`src/rtl/cnn_window_3x3.sv`:
```
// cnn_window_3x3: 3x3 sliding-window former for a raster 8-bit pixel stream.
// Two line buffers hold the previous two rows. Every full 3x3 neighbourhood
// (no padding) is registered out with the coordinates of its bottom-right
// pixel. An end-of-frame pulse follows the last pixel, and valid pixels that
// arrive after the frame is complete are dropped.
// Optional build macro: CNN_WIN_BINARIZE_EN. When it is defined, each pixel
// is thresholded against THRESH before buffering, so dark pixels (ink)
// become all-ones.
module cnn_window_3x3 #(
    parameter int IMG_W = 30,
    parameter int IMG_H = 30,
    parameter int PIX_W = 8
`ifdef CNN_WIN_BINARIZE_EN
    ,
    parameter logic [PIX_W-1:0] THRESH = 8'h80
`endif
) (
    input  logic               clk,
    input  logic               rst,
    input  logic [PIX_W-1:0]   pixel_i,
    input  logic               pixel_i_valid,
    input  logic               sof_i,
    output logic [9*PIX_W-1:0] win_o,
    output logic               win_valid_o,
    output logic [4:0]         win_x_o,
    output logic [4:0]         win_y_o,
    output logic               frame_done_o,
    output logic               drop_o
);

    localparam logic [4:0] COL_LAST = 5'(IMG_W - 1);
    localparam logic [4:0] ROW_LAST = 5'(IMG_H - 1);

    typedef enum logic {
        ACTIVE = 1'b0,
        DONE   = 1'b1
    } state_t;

    state_t           state, state_next;
    logic [4:0]       col, row, col_next, row_next;
    logic [4:0]       col_eff, row_eff;
    logic             accept, emit, last_pix, drop;

    logic [PIX_W-1:0] pix;
    logic [PIX_W-1:0] lb0_rd, lb1_rd;
    logic [PIX_W-1:0] linebuf0 [IMG_W];   // row-1
    logic [PIX_W-1:0] linebuf1 [IMG_W];   // row-2
    logic [PIX_W-1:0] win_q    [3][3];
    logic [PIX_W-1:0] win_next [3][3];
    logic [9*PIX_W-1:0] win_flat;

    // Pixel conditioning applied before anything is buffered.
`ifdef CNN_WIN_BINARIZE_EN
    assign pix = (pixel_i < THRESH) ? {PIX_W{1'b1}} : '0;
`else
    assign pix = pixel_i;
`endif

    // Accept/emit decisions, position advance and frame FSM next state.
    // NOTE: every signal driven here gets a value before any branch, so no
    // path can leave one unassigned and infer a latch.
    always_comb begin
        state_next = state;
        col_next   = col;
        row_next   = row;
        // A start of frame takes effect in the same cycle, so a pixel that
        // arrives alongside it lands at (0,0).
        col_eff    = sof_i ? 5'd0 : col;
        row_eff    = sof_i ? 5'd0 : row;
        accept     = pixel_i_valid && ((state == ACTIVE) || sof_i);
        emit       = accept && (row_eff >= 5'd2) && (col_eff >= 5'd2);
        last_pix   = accept && (col_eff == COL_LAST) && (row_eff == ROW_LAST);
        drop       = pixel_i_valid && (state == DONE) && !sof_i;

        if (sof_i) begin
            state_next = ACTIVE;
            col_next   = 5'd0;
            row_next   = 5'd0;
        end
        if (accept) begin
            if (col_eff == COL_LAST) begin
                col_next = 5'd0;
                row_next = row_eff + 5'd1;
            end else begin
                col_next = col_eff + 5'd1;
                row_next = row_eff;
            end
        end
        if (last_pix) begin
            state_next = DONE;
        end
    end

    // Next window: shift left one column; the new right column is
    // {row-2, row-1, current} at this column.
    always_comb begin
        lb0_rd   = linebuf0[col_eff];
        lb1_rd   = linebuf1[col_eff];
        win_flat = '0;
        for (int r = 0; r < 3; r++) begin
            for (int c = 0; c < 2; c++) begin
                win_next[r][c] = win_q[r][c+1];
            end
        end
        win_next[0][2] = lb1_rd;
        win_next[1][2] = lb0_rd;
        win_next[2][2] = pix;
        for (int r = 0; r < 3; r++) begin
            for (int c = 0; c < 3; c++) begin
                win_flat[PIX_W*(3*r+c) +: PIX_W] = win_next[r][c];
            end
        end
    end

    // FSM state and position counters.
    // NOTE: sequential state uses non-blocking assignments so every register
    // samples values from before the edge, whatever the block ordering.
    always_ff @(posedge clk) begin
        if (rst) begin
            state <= ACTIVE;
            col   <= 5'd0;
            row   <= 5'd0;
        end else begin
            state <= state_next;
            col   <= col_next;
            row   <= row_next;
        end
    end

    // Line buffers and the working window advance on every accepted pixel.
    // NOTE: this storage is deliberately left out of reset. No window is
    // emitted until rows 0 and 1 of the current frame have overwritten it,
    // so stale contents are never seen.
    always_ff @(posedge clk) begin
        if (!rst && accept) begin
            linebuf1[col_eff] <= lb0_rd;
            linebuf0[col_eff] <= pix;
            win_q             <= win_next;
        end
    end

    // Registered outputs. The window and coordinates load only on emit, so
    // they hold their values between windows.
    always_ff @(posedge clk) begin
        if (rst) begin
            win_o        <= '0;
            win_x_o      <= 5'd0;
            win_y_o      <= 5'd0;
            win_valid_o  <= 1'b0;
            frame_done_o <= 1'b0;
            drop_o       <= 1'b0;
        end else begin
            win_valid_o  <= emit;
            frame_done_o <= last_pix;
            drop_o       <= drop;
            if (emit) begin
                win_o   <= win_flat;
                win_x_o <= col_eff;
                win_y_o <= row_eff;
            end
        end
    end

endmodule

```
`config.mk`:
```
export PLATFORM = sky130hd
export DESIGN_NAME = cnn_window_3x3
export DESIGN_NICKNAME = d
export VERILOG_FILES = /design/src/rtl/cnn_window_3x3.sv
export SDC_FILE = /design/constraint.sdc
export NUM_CORES = 1
export LEC_CHECK = 0
export ABC_AREA = 1
export BUFFER_PORTS_ARGS = -buffer_cell sky130_fd_sc_hd__buf_2
export CORE_MARGIN = 4
export CORE_UTILIZATION = 60
export DETAILED_ROUTE_END_ITERATION = 10
export MAX_ROUTING_LAYER = met4
export PLACE_DENSITY = 0.78
export SLEW_MARGIN = 20
export SYNTH_ARGS = -nofsm -noshare
export SYNTH_HDL_FRONTEND = slang
export SYNTH_SLANG_ARGS = --single-unit
```
`constraint.sdc`:
```
create_clock -name clk -period 5.5 [get_ports clk]
set_input_delay 0.275 -clock clk [delete_from_list [all_inputs] [get_ports clk]]
set_output_delay 0.275 -clock clk [all_outputs]
set_load 0.01 [all_outputs]
```
==> flow_summary_export.csv <==
group,metric,value,unit
routing,post_drt_wl_per_cell,20.84,µm
yosys,synthArstFlopShare,0,%
yosys,synth_edf_count,528,
sta,rsz0062_at_grt,"no",
routing,avgViaCountPerCell,5.775,
clocking,cts_tree,"yes",
setup_path,required,5.71,ns
yosys,yosysTopAreaCell,"edfxtp_1",
yosys,syn_avg_cell_area,11.44,µm²
floorplanning,core-area,39100,µm²
routing,ant_nets,0,
floorplanning,die-area,43220,µm²
yosys,yosys.area_share.adder,0,%
grt,grt_max_degree,107,
floorplanning,pin_count,97,
grt,antenna_found_initial,1,
yosys,syn_inst,2096,
sta,fmax,284.6,MHz
grt,grt_pass1_wl,87.90,mm
yosys,synth_cell_types,29,
power_and_ir_drop,netSwitchingFraction,20.98,%
sta,worstMarginPinSlew,1.096,ns
yosys,synth.top_cell.area_share,66.13,%
yosys,netlist_area,23980,µm²
yosys,synth_top_family_by_area,"simple AND/OR/NAND/NOR gates",
placement,place_congestion,0.8822,
setup_path,end_kind,"flop",
setup_path,start_kind,"flop",
yosys,yosysMostFrequentCell,"nand2_1",
floorplanning,initial_utilization,61.32,%
layout,drive_gt1_share,12.07,%
power_and_ir_drop,seqPwrFrac,55.8,%
routing,drc,0,
yosys,yosys-mux-area-fraction,0,%
yosys,synth_compound_area_share,2.896,%
floorplanning,die_y,207.9,µm
setup_path,cp.arrival,3.72,ns
yosys,synth_ff_type,"edfxtp_1",
yosys,synthTopCellsByArea,"edfxtp_1 (66%), nand2_1 (13%), dfxtp_1 (8.0%)",
routing,vias,15962,
yosys,synth_commonest_cells,"nand2_1 (845), edfxtp_1 (528), nor2_1 (190)",
run,maxCapViolations,0,
sta,slew_headroom,26.84,%
yosys,synth_xor_area_share,0,%
yosys,yosys_warnings,0,
layout,nFillCells,2650,
power_and_ir_drop,clockPowerShare,40.4,%
sta,fin_skew,0.03486,ns
clocking,cts_max_level,2,
setup_path,cp_slowest_stage_delay,0.90,ns
yosys,synthSimpleGateAreaFrac,20.26,%
sta,fin_crit_sh,63.88,%
layout,diodes,0,
grt,grtUsageTotal,26.82,%
clocking,cts_made_buffers,58,
sta,period_needed,3.513,ns
grt,overflow,0,
layout,syn_to_final_growth,12.09,%
sta,slew_viol_final,0,
clocking,clock-sinks,624,
yosys,syn_nets,2108,
clocking,clk_pin_slew,0.06,ns
power_and_ir_drop,p_comb_share,3.8,%
power_and_ir_drop,ir_worst_vdd,0.0002812,V
setup_path,worstPathCellList,"nand2_4 > nor2_4 > buf_12 > nand2_1 > nor2_2",
yosys,ys_seq_area_share,74.15,%
status,status,"complete, no violations",
clocking,ctsRootBufferMaster,"clkbuf_16",
placement,portBuffers,96,
routing,drt_iter0_drc,2041,
floorplanning,fp.dieW,207.9,µm
power_and_ir_drop,switchingPower,1953,µW
worst_hold_path,hp-class,"primary input to flop",
sta,hold_viol,0,
clocking,cts_resized,0,
power_and_ir_drop,p_leak,0.01037,µW
routing,routed_wl,57.60,mm
setup_path,worstPathMaxFanout,102,
sta,holdWs,0.02270,ns
setup_path,crit_slowest_cell,"nor2_2",
floorplanning,row_count,72,
sta,fin_tns_setup,0,ns
clocking,worstSkewPairLatency,0.62,ns
setup_path,crit_type,"flop to flop",
sta,finalSetupViolCount,0,
clocking,cts.path.max_buffers,3,
placement,dpl.hpwl,33.69,mm
layout,layout.nets,2214,
yosys,ys_ff_latch,624,
power_and_ir_drop,internal_power,7356,µW
power_and_ir_drop,power_density,346.4,nW/µm²
grt,grt_pass1_vias,15350,
routing,drtPass1Iterations,5,
through the flow:
| step | instances | setup WS, ns | power [µW] | utilization [%] | area (µm²) |
|---|---|---|---|---|---|
| after global routing | 2764 | 1.852 | 9583 | 68.74 | 26870 |
| after global placement | 2659 | 2.007 | 5636 | 64.14 | 25080 |
| after detailed placement | 2659 | 1.902 | 5646 | 64.14 | 25080 |
| final | 2764 | 1.987 | 9309 | 68.74 | 26870 |
| after CTS | 2764 | 2.026 | 9332 | 68.71 | 26860 |
| after floorplan | 2096 | 0.7869 | 5494 | - | 23980 |
sequential cells by signal (all words and copies together), names as in the netlist, 5 cells and up:
name      count
win_flat     48
col           5
row           5
linebuf1    240
linebuf0    240
win_y_o       5
win_x_o       5
win_o        72
layer usage:
layer | vias to the layer above | share of wire [%] | GRT usage, %
met3 | 128 | 11 | 4.233
met1 | 7628 | 40 | 37.38
met2 | 916 | 46 | 40.82
met5 | - | 0 | -
li1 | 7290 | - | -
met4 | 0 | 3.4 | 9.898
worst paths after layout:
kind	slack [ns]	endpoint	from	cells after the start
setup / recovery	1.99	linebuf0[29][1]	col[0]	5
hold / removal	0.02	win_valid_o	rst	2
setup reg to reg	1.99	linebuf0[29][1]	col[0]	5
hold reg to reg	0.46	win_flat[3]	win_flat[11]	0
worst max-delay path, delay by kind of cell, from the launching register on:
| family | cells | cell delay [ns] |
|---|---|---|
| AND/OR/NAND/NOR | 4 | 2.06 |
| flip-flops | 1 | 0.50 |
| buffers and inverters | 1 | 0.45 |
layout make-up:
type	instances	area, µm²	area share [%]
inverter	46	175.2	0.6518
multi-input combinational	1329	5624	20.93
timing repair buffer	143	873.3	3.250
tap	518	648.1	2.412
clock buffer	83	1633	6.076
sequential	624	17780	66.15
clock inverter	21	143.9	0.5354
cells in the final DEF, fill, tap and decap left out, drive strengths merged:
master and instances:
o31ai 1, nand3 107, bufinv 1, clkinvlp 1, nor3 6, a21oi 16, a211oi 1, nand2 849
o21a 16, or2 16, dlygate4sd3 1, nand4 31, inv 46, o21ai 71, nor2 200, dfxtp 96
clkinv 19, o211ai 15, buf 142, edfxtp 528, clkbuf 83
power by group through the flow:
stage | clock, µW | sequential [µW] | combinational, µW
detailed placement | 0 | 5300 | 349
global route | 4000 | 5190 | 387
floorplan | 0 | 5290 | 203
finish | 3760 | 5200 | 356
global placement | 0 | 5300 | 341
CTS | 3780 | 5200 | 352
repair_timing:
action / 4_1_cts / 5_1_grt
hold buffers: 1 / 0
setup endpoints to repair: 0 / 0
endpoints found under the hold margin: 1 / 0
buffers inserted: 0 / 0
logic make-up (layout without fill, tap and decap cells):
| group | Yosys count | count (layout) |
|---|---|---|
| and+or+nand+nor | 1209 | 1209 |
| DFF | 624 | 624 |
| buffers and inverters | 143 | 293 |
| AOI/OAI and AO/OA | 120 | 120 |
Note: power is estimated with default switching activity, not from simulation.
